--- src/rtl/switch_link_tx.sv ---
// Link transmitter: serializes one switch flit into PHIT_W phits (LSB first) and registers remote credit pulses back to the switch.
// Optional trailing XOR-parity phit when SWITCH_LINK_TX_PARITY_EN is defined.
module switch_link_tx #(
  parameter int FLIT_W  = 64,
  parameter int PHIT_W  = 8,
  parameter int NUM_VCS = 2
) (
  input  logic               clk,
  input  logic               n_rst,
  input  logic [FLIT_W-1:0]  flit_in,
  input  logic               flit_valid,
  output logic               packet_sent,
  output logic [NUM_VCS-1:0] credit_granted,
  output logic [PHIT_W-1:0]  phy_data,
  output logic               phy_valid,
  input  logic               phy_ready,
  input  logic [NUM_VCS-1:0] phy_credit_in
);

  localparam int NPHITS = (FLIT_W + PHIT_W - 1) / PHIT_W;
  localparam int CNT_W  = (NPHITS > 1) ? $clog2(NPHITS) : 1;
  localparam int PAD_W  = NPHITS * PHIT_W;
  localparam logic [CNT_W-1:0] LAST_IDX = CNT_W'(NPHITS - 1);

`ifdef SWITCH_LINK_TX_PARITY_EN
  typedef enum logic [1:0] {IDLE = 2'd0, SEND = 2'd1, PAR = 2'd2, DONE = 2'd3} state_t;
`else
  typedef enum logic [1:0] {IDLE = 2'd0, SEND = 2'd1, DONE = 2'd3} state_t;
`endif

  state_t              state_q;
  logic [FLIT_W-1:0]   flit_q;
  logic [CNT_W-1:0]    idx_q;
  logic [CNT_W-1:0]    idx_d;
  logic [PAD_W-1:0]    flit_pad;
  logic [PHIT_W-1:0]   next_phit_d;
  logic [PHIT_W-1:0]   phy_data_q;
  logic                phy_valid_q;
  logic                packet_sent_q;
  logic [NUM_VCS-1:0]  credit_q;

  // Zero-extend the held flit so the final phit is padded with zeros.
  always_comb begin
    flit_pad                = '0;
    flit_pad[FLIT_W-1:0]    = flit_q;
    idx_d                   = idx_q + CNT_W'(1);
    next_phit_d             = flit_pad[int'(idx_d)*PHIT_W +: PHIT_W];
  end

`ifdef SWITCH_LINK_TX_PARITY_EN
  logic [PHIT_W-1:0] parity_d;
  always_comb begin
    parity_d = '0;
    for (int i = 0; i < NPHITS; i++) begin
      parity_d = parity_d ^ flit_pad[i*PHIT_W +: PHIT_W];
    end
  end
`endif

  always_ff @(posedge clk) begin
    if (n_rst) begin
      state_q       <= IDLE;
      idx_q         <= '0;
      flit_q        <= '0;
      phy_valid_q   <= 1'b0;
      phy_data_q    <= '0;
      packet_sent_q <= 1'b0;
    end else begin
      case (state_q)
        IDLE: begin
          packet_sent_q <= 1'b0;
          if (flit_valid) begin
            flit_q      <= flit_in;
            idx_q       <= '0;
            phy_valid_q <= 1'b1;
            phy_data_q  <= flit_in[PHIT_W-1:0];
            state_q     <= SEND;
          end
        end
        SEND: begin
          if (phy_ready) begin
            if (idx_q == LAST_IDX) begin
`ifdef SWITCH_LINK_TX_PARITY_EN
              phy_data_q    <= parity_d;
              state_q       <= PAR;
`else
              phy_valid_q   <= 1'b0;
              phy_data_q    <= '0;
              packet_sent_q <= 1'b1;
              state_q       <= DONE;
`endif
            end else begin
              idx_q      <= idx_d;
              phy_data_q <= next_phit_d;
            end
          end
        end
`ifdef SWITCH_LINK_TX_PARITY_EN
        PAR: begin
          if (phy_ready) begin
            phy_valid_q   <= 1'b0;
            phy_data_q    <= '0;
            packet_sent_q <= 1'b1;
            state_q       <= DONE;
          end
        end
`endif
        // flit_valid is deliberately ignored here so a held flit is not re-captured.
        DONE: begin
          packet_sent_q <= 1'b0;
          state_q       <= IDLE;
        end
        default: state_q <= IDLE;
      endcase
    end
  end

  always_ff @(posedge clk) begin
    if (n_rst) credit_q <= '0;
    else       credit_q <= phy_credit_in;
  end

  assign phy_data       = phy_data_q;
  assign phy_valid      = phy_valid_q;
  assign packet_sent    = packet_sent_q;
  assign credit_granted = credit_q;

endmodule

--- config.mk ---
export PLATFORM = sky130hd
export DESIGN_NAME = switch_link_tx
export DESIGN_NICKNAME = d
export VERILOG_FILES = /design/src/rtl/switch_link_tx.sv
export SDC_FILE = /design/constraint.sdc
export NUM_CORES = 1
export LEC_CHECK = 0
export ABC_AREA = 1
export CAP_MARGIN = 25
export CORE_MARGIN = 1.5
export CORE_UTILIZATION = 60
export DETAILED_ROUTE_END_ITERATION = 16
export DONT_BUFFER_PORTS = 1
export PLACE_DENSITY = 0.73
export SLEW_MARGIN = 20
export SYNTH_ARGS = -nofsm -noshare
export SYNTH_HDL_FRONTEND = slang
export SYNTH_SLANG_ARGS = --single-unit
--- constraint.sdc ---
create_clock -name clk -period 1.55 [get_ports clk]
set_input_delay 0.0775 -clock clk [delete_from_list [all_inputs] [get_ports clk]]
set_output_delay 0.0775 -clock clk [all_outputs]
set_load 0.005 [all_outputs]
==> Yosys cells after proc, flatten, opt, wreduce, memory -nomap -nowiden <==
Cells that the tools add are included.
{ "word_totals": {"word_cells": 45, "output_inout_bits": 12, "input_bits": 70, "reg_bits": 81} }
{ "op_classes": {"shifts": 1, "muxes": 19, "n_addsub": 1, "reduce_logical": 10, "eq_ne": 7} }
{ "op_table": {"columns": ["cell", "n"], "rows": [
  ["indexed part select 64 x 7 -> 8 bit", 1],
  ["two-way mux 8 bit", 3],
  ["one-hot mux 8 bit (2 select lines)", 1],
  ["two-way mux 3 bit", 3],
  ["AND reduction 3 bit", 3],
  ["inequality test 2 bit (second input constant)", 4],
  ["AND reduction 4 bit", 2],
  ["two-way mux 2 bit", 3],
  ["one-hot mux 3 bit (2 select lines)", 1],
  ["two-way mux 1 bit", 5],
  ["one-hot mux 1 bit (2 select lines)", 2],
  ["one-hot mux 2 bit (2 select lines)", 1],
  ["nonzero test 2 bit", 2],
  ["adder 3 x 1 -> 3 bit (second input constant)", 1],
  ["== test 3 bit (second input constant)", 1],
  ["== test 2 x 1 -> 1 bit (second input constant)", 1],
  ["== test 2 bit (second input constant)", 1],
  ["logical NOT 2 bit", 1],
  ["AND reduction 2 bit", 1],
  ["OR reduction 2 bit", 1]
]} }

==> Depth between registers and ports, before layout <==
Gate-level depths: netlist of run 1.
{ "logic_depth": {"depth_word": 5, "depth_mapped": 8, "mapped_depth_nobuf": 8} }

==> Worst setup path after synthesis of run 1 <==
Ideal clock, no wire load.
{ "synth_timing": {"kind": "reg-to-reg", "startpoint": "register idx_q[0]", "endpoint": "register phy_data_q[0] (netlist: phy_data[0])", "required_time_ps": 1432, "setup_time_ps": 118, "setup_slack_ps": 165, "arrival_ps": 1267, "stages_incl_launch_ff": 8, "path_cell_list": "dfxtp_1 > ha_1 > ha_1 > buf_2 > inv_1 > nand3_1 > nand3_1 > a21oi_1"} }
{ "synth_between": {"elab_chain_len": 5} }
{ "synth_lines": {"columns": ["item", "line_no", "text"], "rows": [
  ["from (decl)", "33", "logic [CNT_W-1:0] idx_q;"],
  ["from (signal assigned)", "93", "idx_q <= idx_d;"],
  ["adder 3 x 1 -> 3 bit", "46", "idx_d = idx_q + CNT_W'(1);"],
  ["indexed part select 64 x 7 -> 8 bit", "47", "next_phit_d = flit_pad[int'(idx_d)*PHIT_W +: PHIT_W];"],
  ["two-way mux 8 bit (*)", "82", "if (idx_q == LAST_IDX) begin"],
  ["two-way mux 8 bit (*)", "81", "if (phy_ready) begin"],
  ["one-hot mux 8 bit (2 select lines) (*)", "69", "case (state_q)"],
  ["to (signal assigned)", "76", "phy_data_q <= flit_in[PHIT_W-1:0];"],
  ["to (signal assigned)", "94", "phy_data_q <= next_phit_d;"],
  ["to (decl)", "37", "logic [PHIT_W-1:0] phy_data_q;"]
]} }
Mark *: on every way between the ends. The rest lies on a longest branch, timed or not. The select of a mux whose other input is x is not followed.
A chain may end at the register's enable or synchronous reset.

==> Worst setup path in the final report of run 1 <==
{ "layout_timing": {"startpoint": "register state_q[0]", "endpoint": "register phy_valid_q (netlist: phy_valid)"} }
{ "layout_between": {"elab_chain_len": 3} }
{ "layout_lines": {"columns": ["item", "line_no", "text"], "rows": [
  ["from (decl)", "31", "state_t state_q;"],
  ["from (signal assigned)", "62", "state_q <= IDLE;"],
  ["from (signal assigned)", "77", "state_q <= SEND;"],
  ["from (signal assigned)", "90", "state_q <= DONE;"],
  ["== test 2 x 1 -> 1 bit / logical NOT 2 bit (equally long branches)", "69", null],
  ["inequality test 2 bit (no source line) / nonzero test 2 bit (equally long branches)", null, null],
  ["AND reduction 4 bit (no source line)", null, null],
  ["to (signal assigned)", "65", "phy_valid_q <= 1'b0;"],
  ["to (signal assigned)", "75", "phy_valid_q <= 1'b1;"],
  ["to (signal assigned)", "87", "phy_valid_q <= 1'b0;"],
  ["to (decl)", "38", "logic phy_valid_q;"]
]} }
Parallel ways exist; a longest one is shown, timed or not.

==> results of run 1 <==
-- state kept, by name, summed over array words and instances, names as in the netlist --
signal	flops
phy_valid	1
packet_sent	1
state_q	2
credit_granted	2
flit_pad	64
idx_q	3
phy_data	8
-- through the flow --
stage | setup slack [ns] | utilization | setup TNS (ns)
after detailed placement | 0.0121 | 0.626 | 0
final | 0.0523 | 0.779 | 0
after floorplan | 0.165 | - | 0
after CTS | 0.000716 | 0.774 | 0
after global routing | -0.0101 | 0.779 | -0.0202
after global placement | 0.0320 | 0.626 | 0
-- routing by layer --
metal | global-route usage | wire length, um | vias up
met1 | 0.356 | 4080 | 1577
met5 | 0 | 0 | -
met2 | 0.524 | 4820 | 103
met3 | 0.0618 | 407 | 22
li1 | - | - | 1759
met4 | 0.150 | 253 | 0
-- what timing repair did --
item | in CTS | in global routing
setup endpoints to repair | 0 | 13
endpoints found under the hold margin | 80 | 0
gates resized for setup | 0 | 10
hold buffers | 68 | 0
buffers inserted | 0 | 1
-- final cells by class --
class / count / area [um2] / share of cell area
Inverter: 79 / 302 / 0.0657
Clock buffer: 11 / 151 / 0.0330
Tap cell: 75 / 93.8 / 0.0205
Timing Repair Buffer: 82 / 843 / 0.184
Sequential cell: 81 / 1620 / 0.354
Multi-Input combinational cell: 309 / 1540 / 0.335
Clock inverter: 5 / 38.8 / 0.00846
-- cells by family after synthesis --
family          after synthesis
compound gates              165
fa+ha+maj                     6
buf+inv                     115
flops                        81
simple gates                138
-- worst register-to-register path: stages (launching register included) --
cell,delay [ns]
dfxtp_1,0.37
inv_1,0.07
ha_2,0.22
nand2_1,0.08
nand2_2,0.08
nor2_4,0.24
inv_4,0.10
o21ai_0,0.15
a21oi_1,0.08
-- placed cells by master (no fill, tap or decap), types with 3 or more instances in the layout --
| cell type | synthesis | final |
|---|---|---|
| dfxtp_1 | 81 | 81 |
| clkbuf_8 | 0 | 11 |
| buf_12 | 0 | 4 |
| inv_1 | 74 | 74 |
| o21ai_1 | 12 | 13 |
| a21oi_1 | 87 | 86 |
| nand2_1 | 72 | 71 |
| o21ai_0 | 65 | 64 |
| buf_4 | 5 | 8 |
| dlygate4sd3_1 | 0 | 68 |
| ha_1 | 6 | 3 |
| inv_2 | 4 | 3 |
| ha_2 | 0 | 3 |
| nand3_1 | 58 | 58 |
-- how the worst max path moves through the flow --
stage / startpoint / end / slack (ns)
global placement: state_q[0]$_SDFFE_PP0P_ / phy_data[6]$_SDFFE_PP0P_ / 0.03
global route: idx_q[0]$_SDFFE_PP0P_ / phy_data[4]$_SDFFE_PP0P_ / -0.01
CTS: state_q[1]$_SDFFE_PP0P_ / idx_q[0]$_SDFFE_PP0P_ / 0.0007
floorplan: idx_q[0]$_SDFFE_PP0P_ / phy_data[0]$_SDFFE_PP0P_ / 0.17
detailed placement: state_q[1]$_SDFFE_PP0P_ / phy_data[6]$_SDFFE_PP0P_ / 0.01
finish: state_q[0]$_SDFFE_PP0P_ / phy_valid$_SDFFE_PP0P_ / 0.05
-- report_power, final --
group	leakage (nW)	internal (W)	switching, W	total (W)
sequential	0.670	0.00272	0.000247	0.00296
clock	0.0959	0.000678	0.000796	0.00147
combinational	1.16	0.00118	0.00198	0.00316
total	1.93	0.00457	0.00302	0.00759
==> reports/results.txt, run 1 <==
Status: completed
Power per cell area: 1660 nW/um2
Total GRT Usage: 0.304
Cell area after synthesis: 3640 um2
H-tree levels: 3
Setup violations, final: 0
Number of global-route vias before repair: 3,274
Initial antenna violation count: 0
Fin. Hold Viols: 0
Synth Area in Compound Gates: 0.227
Ys async rst share: 0
Fin crit share: 0.966
Most frequent cell after synthesis: a21oi_1
Sequential fraction of the synthesis area: 0.445
Longest Clk Path Bufs: 2
FMAX: 668 MHz
Initial DRC Count: 176
Slew headroom: 0.755
Number of synthesized flops with an enable pin: 0
# DRC: 0
Clock tree from TritonCTS: built
Reported max-cap violation count: 0
Synth Area in Adders: 0.0206
WP data arrival: 1.73 ns
Post-synthesis mux area share: 0
I/O pins: 82
Synthesis-to-finish area growth: 25.9%
Final GP Congestion: 0.883
Cell taking the most area after synthesis: dfxtp_1
First-pass GRT wire length: 15,100 um
DRT Pass-1 Iters: 4
Core area: 5890 um2
DP Cell Count: 557
Hpwl dp: 6020 um
Reg2reg end: phy_valid$_SDFFE_PP0P_
Count of non-filler cells in the finished layout: 642
FF+latch count, synth: 81
Slew @ Worst Pin: 0.364 ns
Pwr Total: 0.00759 W
Hold WC Path Type: primary input to register
Synthesized Nets: 581
Critical-path cell list: inv_1 -> ha_2 -> nand2_1 -> nand2_2 -> nor2_4 -> inv_4 -> o21ai_0 -> a21oi_1
Worst r2r path cells: 8
Final net count: 638
Xor and xnor area share after synthesis: 0
Full die area: 6550 um2
Clk sinks: 81
Grt ovf: 0
End of the worst hold path: flit_pad[45]$_SDFFE_PP0P_
Largest net degree at the start of global routing: 59
Mapped Avg Cell Area: 7.21 um2
Reg2reg setup slack: 0.05 ns
Buf/Inv on CP: 2
CP top delay family: simple AND/OR/NAND/NOR gates
Drt wl/cell: 14.9 um
Synth Flop Type: dfxtp_1
Worst hold path depth: 3
Pins Over Slew Limit: 0
Clock Skew: 0.00874 ns
Post-DR vias/cell: 5.39
Worst path max stage delay: 0.37 ns
Placed cell areas: 3680 um2
RSZ-0062 raised after global routing: yes
Num CTS Buffers: 9
Synth top area share: 0.445
Max VDD drop: 1.14 mV
Worst-path clk slew: 0.09 ns
Rows: 28
Share of layout cells above drive strength 1: 0.0776
Starting Density: 0.619
Clk_lat worst skew: 0.35 ns
Chip width: 80.9 um
HP Start: flit_valid
Required @ worst endpoint: 1.78 ns
ANT nets after route: 0
Synth cell count leaders: 87 x a21oi_1, 81 x dfxtp_1, 74 x inv_1
Crit path time final: 1.50 ns
Hold slack final: 0.114 ns
Fin area: 4590 um2
Die Y: 80.9 um
Crit-path slowest cell: dfxtp_1
FF-to-FF Start: state_q[0]$_SDFFE_PP0P_
Post-Route WL: 9560 um
Crit. End Element: register
Crit-path max FO: 9
Leakage: 1.93 nW
Synth warnings: 0
Cell count after synthesis: 505
Crit path kind: register to register
Post-Synth Simple-Gate Area: 0.168
Synth cell types: 20
Routed via count: 3,461
Largest family of logic cells by synthesized area: compound AO/OA/AOI/OAI gates
# diodes: 0
# fillers: 467
Levels on crit path: 8
Synth top area cells: dfxtp_1 45%, a21oi_1 12%, o21ai_0 8.9%
Critical path launch point type: register
Port bufs: 0
Clock root buffer: clkbuf_8
No activity file was read; power rests on OpenSTA's default activity.
==> inputs of run 2 (changes only) <==
--- a/config.mk
+++ b/config.mk
@@ -12,6 +12,7 @@
 export DETAILED_ROUTE_END_ITERATION = 16
 export DONT_BUFFER_PORTS = 1
 export PLACE_DENSITY = 0.73
+export RECOVER_POWER = 100
 export SLEW_MARGIN = 20
 export SYNTH_ARGS = -nofsm -noshare
 export SYNTH_HDL_FRONTEND = slang
==> run 2 against run 1 <==
Wire length about the same. First-iteration DRC count is the same. Worst hold slack gained 0.014 ns. Highest routed layer unchanged. Fmax unchanged. Utilization shrank 0.21 points. Cell area is 0.27% lower. Count of clock-buffer cells in the layout did not move. Cell count stayed put. Total power fell by 0.47%. Sequential share of layout area rose by 0.097 points.
==> reports/results.txt, run 2 (synthesized netlist as in run 1, its figures left out) <==
Grt ovf: 0 (unchanged)
Initial DRC Count: 176 (unchanged)
Reg2reg end: phy_valid$_SDFFE_PP0P_
Pwr Total: 0.00756 W (-0.47%)
Crit path kind: register to register
Placed cell areas: 3680 um2 (unchanged)
Largest net degree at the start of global routing: 59 (unchanged)
Util after Layout: 0.777 (-0.00213)
Required @ worst endpoint: 1.78 ns (about the same)
Number of global-route vias before repair: 3,274 (unchanged)
Hpwl dp: 6020 um (unchanged)
Num CTS Buffers: 9 (unchanged)
Place WS: 0.0121 ns (unchanged)
WP data arrival: 1.73 ns (about the same)
Hold slack final: 0.127 ns (+0.0140 ns)
Hold WC Path Type: primary input to register
Power per cell area: 1650 nW/um2 (-0.20%)
Post-Route WL: 9560 um (about the same)
Routed via count: 3,461 (unchanged)
Slew headroom: 0.755 (unchanged)
Longest Clk Path Bufs: 2 (unchanged)
Rows: 28 (unchanged)
Max reg flops: 64 (unchanged)
Critical path launch point type: register
Pins Over Slew Limit: 0 (unchanged)
Crit-path max FO: 9 (unchanged)
Full die area: 6550 um2 (unchanged)
Worst Setup SP: state_q[0]$_SDFFE_PP0P_
Core area: 5890 um2 (unchanged)
Clk_lat worst skew: 0.35 ns (about the same)
Reported max-cap violation count: 0 (unchanged)
Initial antenna violation count: 0 (unchanged)
Status: completed
Port bufs: 0 (unchanged)
Worst hold path depth: 3 (unchanged)
H-tree levels: 3 (unchanged)
Most common cell after layout, fill and taps aside: a21oi_1
Max VDD drop: 1.14 mV (-0.25%)
Crit path time final: 1.50 ns (+0.000000700 ns)
I/O pins: 82 (unchanged)
Worst setup margin: 0.0523 ns (-0.000000700 ns)
# DRC: 0 (unchanged)
Post-DR vias/cell: 5.39 (unchanged)
Clock root buffer: clkbuf_8
Switching Share: 0.399 (+0.00102)
Die Y: 80.9 um (unchanged)
Clock Skew: 0.00874 ns (+0.0000000300 ns)
Clock power share: 0.195 (about the same)
DRT Pass-1 Iters: 4 (unchanged)
Fin. Hold Viols: 0 (unchanged)
Synthesis-to-finish area growth: 25.5%
Total GRT Usage: 0.304 (unchanged)
End of the worst hold path: flit_pad[60]$_SDFFE_PP0P_
Worst r2r path cells: 8 (unchanged)
Chip width: 80.9 um (unchanged)
# diodes: 0 (unchanged)
Internal power: 0.00454 W (-0.64%)
Slew @ Worst Pin: 0.364 ns (unchanged)
Reg2reg setup slack: 0.05 ns (about the same)
Reg power frac: 0.392 (+0.002)
Final GP Congestion: 0.883 (unchanged)
RSZ-0062 raised after global routing: yes
Setup violations, final: 0 (unchanged)
HP Start: flit_valid
First-pass GRT wire length: 15,100 um (unchanged)
Fin crit share: 0.966 (about the same)
Crit. End Element: register
Leakage: 1.92 nW (-0.28%)
Drt wl/cell: 14.9 um (about the same)
Final net count: 638 (unchanged)
Fin area: 4570 um2 (-0.27%)
Share of layout cells above drive strength 1: 0.0776 (unchanged)
Combinational power share: 0.413 (-0.002)
ANT nets after route: 0 (unchanged)
Net Sw Power: 0.00302 W (-0.21%)
FMAX: 668 MHz (unchanged)
Clk sinks: 81 (unchanged)
Clock tree from TritonCTS: built
Worst-path clk slew: 0.08 ns (about the same)
FF-to-FF Start: state_q[0]$_SDFFE_PP0P_
Starting Density: 0.619 (unchanged)
Most frequent cells in the layout: 86 x a21oi_1, 81 x dfxtp_1, 74 x inv_1, 71 x nand2_1, 68 x dlygate4sd3_1
==> run 2: how the worst max path moves through the flow <==
stage / depth (start not counted) / to
floorplan: 7 / phy_data[0]$_SDFFE_PP0P_
global placement: 8 / phy_data[6]$_SDFFE_PP0P_
detailed placement: 7 / phy_data[6]$_SDFFE_PP0P_
CTS: 7 / idx_q[0]$_SDFFE_PP0P_
global route: 8 / phy_data[4]$_SDFFE_PP0P_
finish: 8 / phy_valid$_SDFFE_PP0P_
==> run 2: stage by stage <==
stage / setup TNS [ns] / std cells
after detailed placement: 0 / 557
after global routing: -0.0202 / 642
final: 0 / 642
after floorplan: 0 / 505
after CTS: 0 / 641
after global placement: 0 / 557
==> run 2: timing repair <==
| action | CTS | global route |
|---|---|---|
| endpoints found under the setup margin | 0 | 13 |
| setup buffers | 0 | 1 |
| hold endpoints to repair | 80 | 0 |
| gates resized for setup | 0 | 10 |
| hold buffers | 68 | 0 |
==> run 2: worst max-delay path, cell delays in order, from the launching register on <==
cell	delay [ns]
dfxtp_1	0.37
inv_1	0.07
ha_2	0.22
nand2_1	0.08
nand2_2	0.08
nor2_4	0.24
inv_4	0.10
o21ai_0	0.15
a21oi_1	0.08
==> run 2: layout make-up <==
class                   instances  area (um2)
flip-flops and latches         81        1620
multi-input cells             309        1540
fillers                       469        1310
repair buffers                 82         831
inverters                      79         302
clock buffers                  11         151
well taps                      75        93.8
clock inverters                 5        38.8
==> run 2: power by group through the flow <==
| stage | combinational [W] | sequential, W | clock [W] |
|---|---|---|---|
| floorplan | 0.00224 | 0.00293 | 0 |
| global placement | 0.00280 | 0.00299 | 0 |
| detailed placement | 0.00284 | 0.00300 | 0 |
| CTS | 0.00299 | 0.00296 | 0.00148 |
| global route | 0.00347 | 0.00302 | 0.00159 |
| finish | 0.00312 | 0.00296 | 0.00147 |
==> run 2: metal layers <==
layer / wire, um / part of all wire / up-vias / global-route usage
li1: - / - / 1759 / -
met3: 407 / 0.043 / 22 / 0.0618
met2: 4820 / 0.50 / 103 / 0.524
met5: 0 / 0 / - / 0
met4: 253 / 0.026 / 0 / 0.150
met1: 4080 / 0.43 / 1577 / 0.356
